`src/rtl/pool_window_unit.sv`:
```
// Streaming pooling engine: collects WIN unsigned samples, then returns the
// floor average (restoring divide, one quotient bit per cycle) or the maximum.
module pool_window_unit #(
   parameter int DATA_W = 8,
   parameter int WIN    = 6
) (
   input  logic              clk,
   input  logic              rst_n,
   input  logic              clear,
   input  logic              mode,
   input  logic              in_valid,
   output logic              in_ready,
   input  logic [DATA_W-1:0] in_data,
   output logic              out_valid,
   input  logic              out_ready,
   output logic [DATA_W-1:0] out_data,
   output logic              busy
);

   localparam int EXT_W = (WIN > 1) ? $clog2(WIN) : 1;
   localparam int ACC_W = DATA_W + EXT_W;
   localparam int CNT_W = (WIN > 1) ? $clog2(WIN) : 1;
   localparam int DIV_W = $clog2(ACC_W + 1);
   // Remainder is always below WIN, so it fits one bit narrower than the accumulator.
   localparam int REM_W = ACC_W - 1;

   typedef enum logic [1:0] {
      ST_ACCUM  = 2'd0,
      ST_DIVIDE = 2'd1,
      ST_OUTPUT = 2'd2
   } state_t;

   // One restoring step: returns {quotient_bit, next_remainder}.
   function automatic logic [ACC_W-1:0] div_step(input logic [REM_W-1:0] rem,
                                                 input logic             msb);
      logic [ACC_W-1:0] shifted;
      shifted = {rem, msb};
      if (shifted >= ACC_W'(WIN)) begin
         div_step = {1'b1, REM_W'(shifted - ACC_W'(WIN))};
      end else begin
         div_step = {1'b0, shifted[REM_W-1:0]};
      end
   endfunction

   state_t              state_q, state_d;
   logic [CNT_W-1:0]    count_q, count_d;
   logic [ACC_W-1:0]    acc_q, acc_d;
   logic [REM_W-1:0]    rem_q, rem_d;
   logic [DIV_W-1:0]    div_cnt_q, div_cnt_d;
   logic                mode_q, mode_d;
   logic [DATA_W-1:0]   out_data_q, out_data_d;
   logic                out_valid_q, out_valid_d;
   logic                in_ready_q, in_ready_d;
   logic                busy_q, busy_d;

   logic [ACC_W-1:0]    in_ext_s;
   logic                first_s;
   logic                win_mode_s;
   logic [ACC_W-1:0]    step_s;

   assign in_ext_s   = {{(ACC_W - DATA_W){1'b0}}, in_data};
   assign first_s    = (count_q == CNT_W'(0));
   assign win_mode_s = first_s ? mode : mode_q;
   assign step_s     = div_step(rem_q, acc_q[ACC_W-1]);

   // Next-state and datapath selection for the accumulate/divide/output sequence.
   always_comb begin
      state_d    = state_q;
      count_d    = count_q;
      acc_d      = acc_q;
      rem_d      = rem_q;
      div_cnt_d  = div_cnt_q;
      mode_d     = mode_q;
      out_data_d = out_data_q;
      if (clear) begin
         state_d   = ST_ACCUM;
         count_d   = CNT_W'(0);
         acc_d     = ACC_W'(0);
         rem_d     = REM_W'(0);
         div_cnt_d = DIV_W'(0);
      end else begin
         case (state_q)
            ST_ACCUM: begin
               if (in_valid) begin
                  if (first_s) begin
                     mode_d = mode;
                     acc_d  = in_ext_s;
                  end else if (mode_q) begin
                     acc_d = (in_ext_s > acc_q) ? in_ext_s : acc_q;
                  end else begin
                     acc_d = acc_q + in_ext_s;
                  end
                  if (count_q == CNT_W'(WIN - 1)) begin
                     count_d = CNT_W'(0);
                     if (win_mode_s) begin
                        state_d    = ST_OUTPUT;
                        out_data_d = acc_d[DATA_W-1:0];
                     end else begin
                        state_d   = ST_DIVIDE;
                        rem_d     = REM_W'(0);
                        div_cnt_d = DIV_W'(0);
                     end
                  end else begin
                     count_d = count_q + CNT_W'(1);
                  end
               end else begin
                  count_d = count_q;
               end
            end
            ST_DIVIDE: begin
               // Quotient bits shift into the accumulator as the dividend shifts out.
               rem_d = step_s[REM_W-1:0];
               acc_d = {acc_q[ACC_W-2:0], step_s[ACC_W-1]};
               if (div_cnt_q == DIV_W'(ACC_W - 1)) begin
                  state_d    = ST_OUTPUT;
                  div_cnt_d  = DIV_W'(0);
                  out_data_d = acc_d[DATA_W-1:0];
               end else begin
                  div_cnt_d = div_cnt_q + DIV_W'(1);
               end
            end
            ST_OUTPUT: begin
               if (out_ready) begin
                  state_d = ST_ACCUM;
                  acc_d   = ACC_W'(0);
               end else begin
                  state_d = ST_OUTPUT;
               end
            end
            default: begin
               state_d = ST_ACCUM;
               count_d = CNT_W'(0);
               acc_d   = ACC_W'(0);
            end
         endcase
      end
      out_valid_d = (state_d == ST_OUTPUT);
      in_ready_d  = (state_d == ST_ACCUM);
      busy_d      = (state_d != ST_ACCUM) || (count_d != CNT_W'(0));
   end

   // State, datapath and registered handshake outputs.
   always_ff @(posedge clk or negedge rst_n) begin
      if (!rst_n) begin
         state_q     <= ST_ACCUM;
         count_q     <= CNT_W'(0);
         acc_q       <= ACC_W'(0);
         rem_q       <= REM_W'(0);
         div_cnt_q   <= DIV_W'(0);
         mode_q      <= 1'b0;
         out_data_q  <= DATA_W'(0);
         out_valid_q <= 1'b0;
         in_ready_q  <= 1'b1;
         busy_q      <= 1'b0;
      end else begin
         state_q     <= state_d;
         count_q     <= count_d;
         acc_q       <= acc_d;
         rem_q       <= rem_d;
         div_cnt_q   <= div_cnt_d;
         mode_q      <= mode_d;
         out_data_q  <= out_data_d;
         out_valid_q <= out_valid_d;
         in_ready_q  <= in_ready_d;
         busy_q      <= busy_d;
      end
   end

   assign in_ready  = in_ready_q;
   assign out_valid = out_valid_q;
   assign out_data  = out_data_q;
   assign busy      = busy_q;

endmodule
```
`config.mk`:
```
export PLATFORM = sky130hd
export DESIGN_NAME = pool_window_unit
export DESIGN_NICKNAME = d
export VERILOG_FILES = /design/src/rtl/pool_window_unit.sv
export SDC_FILE = /design/constraint.sdc
export NUM_CORES = 1
export LEC_CHECK = 0
export ABC_AREA = 0
export BUFFER_PORTS_ARGS = -buffer_cell sky130_fd_sc_hd__buf_2
export CAP_MARGIN = 20
export CORE_ASPECT_RATIO = 2
export CORE_UTILIZATION = 45
export CTS_CLUSTER_DIAMETER = 80
export DETAILED_ROUTE_END_ITERATION = 16
export PLACE_DENSITY = 0.76
export SLEW_MARGIN = 5
export SYNTH_ARGS = -nofsm -noshare
export SYNTH_HDL_FRONTEND = slang
export SYNTH_SLANG_ARGS = --single-unit
export TNS_END_PERCENT = 10
```
`constraint.sdc`:
```
create_clock -name clk -period 2 [get_ports clk]
set_input_delay 0.3 -clock clk [delete_from_list [all_inputs] [get_ports clk]]
set_output_delay 0.3 -clock clk [all_outputs]
set_load 0.005 [all_outputs]
```
# Word-level counts from Yosys, hierarchy flattened
# Index checks and enable logic that the tools add are counted.
word_totals:
  regBits: 42
  inputBits: 14
classes:
  addsub: 4
  order_cmp: 2
  n_eq_ne: 14
  n_mux: 36
  bitwise_logic: 1
  reduce_logical: 14
op_table:
  columns: ["op", "count"]
  rows:
  - ["$mux W11", 7]
  - ["$mux W10", 4]
  - ["$pmux W11 S3", 1]
  - ["$mux W8", 4]
  - ["$mux W4", 5]
  - ["$pmux W10 S2", 1]
  - ["$pmux W8 S2", 1]
  - ["$mux W2", 6]
  - ["$ne A3 B3 Y1 const B", 4]
  - ["$add A11 B8 Y11", 1]
  - ["$ge A11 B3 Y1 const B", 1]
  - ["$gt A8 B11 Y1", 1]
  - ["$sub A10 B3 Y10 const B", 1]
  - ["$mux W3", 3]
  - ["$ne A2 B2 Y1 const B", 4]
  - ["$pmux W4 S2", 1]
  - ["$pmux W2 S3", 1]
  - ["$pmux W3 S2", 1]
  - ["$reduce_and A3 Y1", 2]
  - ["$reduce_and A6 Y1", 1]
  - ["$reduce_bool A3 Y1", 2]
  - ["$ne A5 B5 Y1 const B", 1]
  - ["$add A4 B1 Y4 const B", 1]
  - ["$eq A2 B2 Y1 const B", 2]
  - ["other kinds (13)", 15]

# Logic depth before layout (Yosys ltp)
depth:
  depth_word: 9
  depth_mapped: 10
  mapped_depth_nobuf: 9

# Least setup slack after synthesis
# OpenSTA, ideal clock, no wires.
synth_timing:
  path_kind: "register -> register"
  from: "register acc_q[4]"
  to: "register out_data_q[3], in the netlist out_data[3]"
  setup_time_ns: 0.134
  t_arrival_ns: 2.023
  t_required_ns: 1.866
  path_slack_ns: -0.156
  stages_incl_launch_ff: 10
  n_path_buf: 1
  period_less_slack_ns: 2.156
  path_cell_list: "dfrtp_1 -> inv_1 -> ha_1 -> a211oi_1 -> o21ai_0 -> o211ai_2 -> buf_4 -> mux2i_1 -> a2111oi_0 -> o21ai_1"
synth_via:
  elab_chain_cells: 8
synth_lines:
  columns: ["item", "line_no", "rtl"]
  rows:
  - ["start, declared", "47", "logic [ACC_W-1:0] acc_q, acc_d;"]
  - ["start signal, assigned", "147", "acc_q <= ACC_W'(0);"]
  - ["start signal, assigned", "158", "acc_q <= acc_d;"]
  - ["$gt A8 B11 Y1", "89", "acc_d = (in_ext_s > acc_q) ? in_ext_s : acc_q;"]
  - ["$mux W11", "89", null]
  - ["$mux W11", "88", "end else if (mode_q) begin"]
  - ["$mux W11", "85", "if (first_s) begin"]
  - ["$mux W8", "95", "if (win_mode_s) begin"]
  - ["$mux W8", "93", "if (count_q == CNT_W'(WIN - 1)) begin"]
  - ["$mux W8", "84", "if (in_valid) begin"]
  - ["$pmux W8 S2", "82", "case (state_q)"]
  - ["end signal, assigned", "162", "out_data_q <= out_data_d;"]
  - ["end, declared", "51", "logic [DATA_W-1:0] out_data_q, out_data_d;"]
# No other way between the ends. The select of a mux whose other input is x is not followed.
# A chain may end at the register's enable or synchronous reset.

# Final worst setup path
layout_timing:
  from: "register acc_q[5]"
  to: "register acc_q[4]"
layout_via:
  elab_chain_cells: 7
layout_lines:
  columns: ["item", "line_no", "rtl"]
  rows:
  - ["$gt A8 B11 Y1", "89", null]
  - ["$mux W11", "89", null]
  - ["$mux W11", "88", null]
  - ["$mux W11", "85", null]
  - ["$mux W11", "84", null]
  - ["$pmux W11 S3", "82", null]
  - ["$mux W11", "75", "if (clear) begin"]
# No other way between the ends. The select of a mux whose other input is x is not followed.

==> results.cfg <==
[run_status]
status = finished, violations left
violations = negative hold slack, negative setup slack

[die]
io_pins = 25
die_y_um = 119
die_area_mm2 = 0.00721
rows = 42
start_util_pct = 46.6
die_x_um = 60.5
core_mm2 = 0.00662

[setup_path]
reg2reg_to = acc_q[4]
path_max_fanout = 4
r2r_setup_slack_ns = -0.24
cp-endpoint = acc_q[4]
start_kind = flip-flop
crit_path_end_kind = flip-flop
arrival_ns = 2.44
reg2reg_depth = 10
startpoint = acc_q[5]
required_ns = 2.20
critical_path.reg2reg.startpoint = acc_q[5]
worstSetupPathType = reg -> reg

[synth]
synth-seq-cells = 42
ys.flop_type = dfrtp_1
synth_area_mm2 = 0.00308
synth-edff-count = 0
syn-num-nets = 400
ys_types = 59
ys.warnings.count = 0
async_reset_ff_share_pct = 100
syn_area_per_cell_um2 = 8.52
synth_cells = 362
ys_seq_area_share_pct = 34.1

[placement]
place_area_mm2 = 0.00393
place.gp.congestion = 0.971
port_buffers = 24
hpwl_mm = 7.33

[cts]
cts_tree = yes
postCtsHoldBufs = 0
clockBufferDepth = 2
cts.htree.levels = 2
numCtsBuffers = 5
clk_latency_ns = 0.29
clkTransAtPathRegs_ns = 0.07
cts_num_sinks = 42
cts-root-buf = clkbuf_16

[sta]
finalSetupViolations = 19
hold_ws_ns = -0.00770
setup_ws_ns = -0.235
timing.final.crit_period_ns = 2.24
hold_violations = 2
fin_crit_sh_pct = 112
fin_skew_ns = 0.0109
grt_setup_unrepaired = yes
worst_slew_pin_slew_ns = 0.566
slew_viol_final = 0
max_freq_ghz = 0.447
max_slew_margin_pct = 62.3

[min_path]
hold_path.class = in -> async

[pwr]
clkPwrFrac_pct = 31.8
power.switching_mw = 0.956
seqPwrFrac_pct = 31.6
max-vdd-ir-drop_v = 0.000522
p_leak_nw = 1.99
p_per_area_mw_per_mm2 = 677
intPower_mw = 2.00
swShare_pct = 32.3
pwr-share-comb_pct = 36.7

[global_route]
grt_pass1_vias = 3476
grt_max_degree = 23
grt_pass1_wl_mm = 16.7
grt_overflow = 0
track_usage_pct = 31.2
antenna_found_initial = 0

[final_layout]
design_area_mm2 = 0.00436
drive_gt1_share_pct = 36.5
syn2layout_area_growth_pct = 41.6
fillers = 528
antenna_cells = 0
final_nets = 506

[drt]
drt_iter0_markers = 275
wl_per_cell_um = 18.3
drc_errors = 0
vias = 3335
drtAntennaViolNets = 0
firstDrtPassIters = 7
drt-total-wl_mm = 10.2
viasPerCell = 5.99

[job]
max-cap-violations = 0
-- critical path, stage by stage (launching register included) --
cell	delay [ns]
dfrtp_1	0.39
inv_2	0.11
ha_4	0.21
o21ai_0	0.27
o21ai_2	0.11
o211ai_4	0.25
buf_6	0.17
buf_6	0.12
mux2i_4	0.24
a221oi_2	0.05
o21ai_1	0.20
-- cells by family (layout without fill, tap and decap cells) --
| kind of cell | after synthesis | after routing | share of synthesized area (%) |
|---|---|---|---|
| buffers and inverters | 35 | 142 | 4.55 |
| AND/OR/NAND/NOR | 134 | 134 | 23.0 |
| AO/OA/AOI/OAI | 110 | 110 | 23.3 |
| XOR/XNOR | 10 | 10 | 2.84 |
| adder cells (fa/ha/maj) | 24 | 24 | 9.98 |
| multiplexers | 7 | 7 | 2.27 |
| flip-flops | 42 | 42 | 34.1 |
-- registers in the layout, summed over array words and instances (netlist names) --
name / flops
div_cnt_q: 4
mode_q: 1
out_data: 8
busy: 1
in_ready: 1
state_q: 2
acc_q: 11
out_valid: 1
rem_q: 10
count_q: 3
-- cell usage after synthesis, types with 2 or more instances --
master	number	area, um2
o21ai_1	10	50.1
or3_1	6	37.5
a2111oi_0	3	26.3
and2_1	4	25.0
nor2b_1	9	56.3
nor4_1	5	31.3
a211o_1	3	26.3
and3_1	4	25.0
o22ai_1	3	18.8
nor2_1	24	90.1
a21o_1	3	22.5
nand2_1	33	124
a22oi_1	6	45.0
inv_1	22	82.6
nand4_1	3	18.8
o31a_1	2	17.5
nor3b_1	3	22.5
clkbuf_1	7	26.3
o211ai_1	4	30.0
a31oi_1	2	12.5
o21ai_0	25	125
o211a_1	3	30.0
xnor2_1	7	61.3
dfrtp_1	41	1030
a41o_1	2	20.0
nor3_1	14	70.1
nand3b_1	3	22.5
a211oi_1	4	30.0
mux2i_1	7	70.1
nand3_1	12	60.1
ha_1	23	288
buf_2	4	20.0
xor2_1	3	26.3
o21bai_1	4	30.0
nand2b_1	6	37.5
a21oi_1	23	115
o311ai_0	3	26.3
-- worst min-delay path by stage --
stage               start       end  slack, ns  cells after the start
floorplan           rst_n  acc_q[0]      0.004                      0
global placement    rst_n  rem_q[7]       0.32                      1
detailed placement  rst_n  rem_q[7]       0.33                      1
CTS                 rst_n  rem_q[7]       0.02                      1
global route        rst_n  rem_q[7]       0.04                      1
finish              rst_n  acc_q[7]     -0.008                      1
-- through the flow --
| step | worst slack, ns | utilization (%) | total power, mW | cells | setup TNS [ns] |
|---|---|---|---|---|---|
| finish | -0.235 | 65.9 | 2.96 | 557 | -3.10 |
| global route | -0.401 | 65.9 | 3.08 | 557 | -5.02 |
| CTS | -0.144 | 65.2 | 2.90 | 557 | -2.02 |
| detailed placement | -0.418 | 59.4 | 1.82 | 548 | -5.60 |
| global placement | -0.353 | 59.4 | 1.79 | 548 | -3.67 |
| floorplan | -0.0651 | - | 1.39 | 362 | -0.486 |
-- metal layers --
| metal | track usage (%) | routed length, um | vias to the layer above | share of wire, % |
|---|---|---|---|---|
| li1 | - | - | 1539 | - |
| met1 | 33.2 | 3430 | 1564 | 34 |
| met2 | 52.8 | 5240 | 169 | 52 |
| met3 | 5.86 | 604 | 63 | 5.9 |
| met4 | 21.2 | 895 | 0 | 8.8 |
| met5 | 0 | 0 | - | 0 |
-- placed cells by master, fill, tap and decap left out, types with 3 or more instances in the layout --
cell,synthesis,final
a22oi_1,6,6
o21ai_0,25,13
o21ai_1,10,19
xnor2_1,7,7
inv_1,22,17
ha_1,23,13
nor2_1,24,23
a21oi_2,1,3
nor2b_2,0,4
inv_2,0,5
nand3b_1,3,3
or3_1,6,5
nor3_1,14,13
nand2_1,33,32
clkbuf_16,0,5
o211a_1,3,3
o21ai_2,1,4
buf_2,4,24
dfrtp_1,41,41
xor2_1,3,3
a211oi_2,0,3
o211ai_1,4,4
nand3_1,12,11
a21o_1,3,3
buf_4,1,82
mux2i_1,7,4
a21oi_1,23,21
nand2b_1,6,6
buf_6,0,4
and2_1,4,3
nand4_1,3,3
nor4_1,5,5
o21bai_1,4,3
ha_4,0,8
and3_1,4,4
nor2b_1,9,5
-- layout make-up --
cell class	count	area [um2]	area share [%]
clock buffers	6	129	2.95
clock inverters	2	37.5	0.860
inverters	23	86.3	1.98
multi-input cells	285	2150	49.2
flip-flops and latches	42	1050	24.1
well taps	88	110	2.52
repair buffers	111	801	18.3
-- power by group through the flow --
| stage | Sequential (mW) | Combinational (mW) | Clock [mW] |
|---|---|---|---|
| 2_1_floorplan | 0.947 | 0.444 | 0 |
| 3_3_place_gp | 0.942 | 0.853 | 0 |
| 4_1_cts | 0.930 | 1.01 | 0.952 |
| 5_1_grt | 0.936 | 1.16 | 0.983 |
| 3_5_place_dp | 0.943 | 0.876 | 0 |
| 6_report | 0.933 | 1.08 | 0.938 |
-- what timing repair did --
action                                  in CTS  in global routing
pin swaps                                   21                  5
buffers inserted                             1                  1
endpoints found under the setup margin      28                 31
resized for setup                           52                 18
Note: power is estimated with default switching activity, not from simulation.
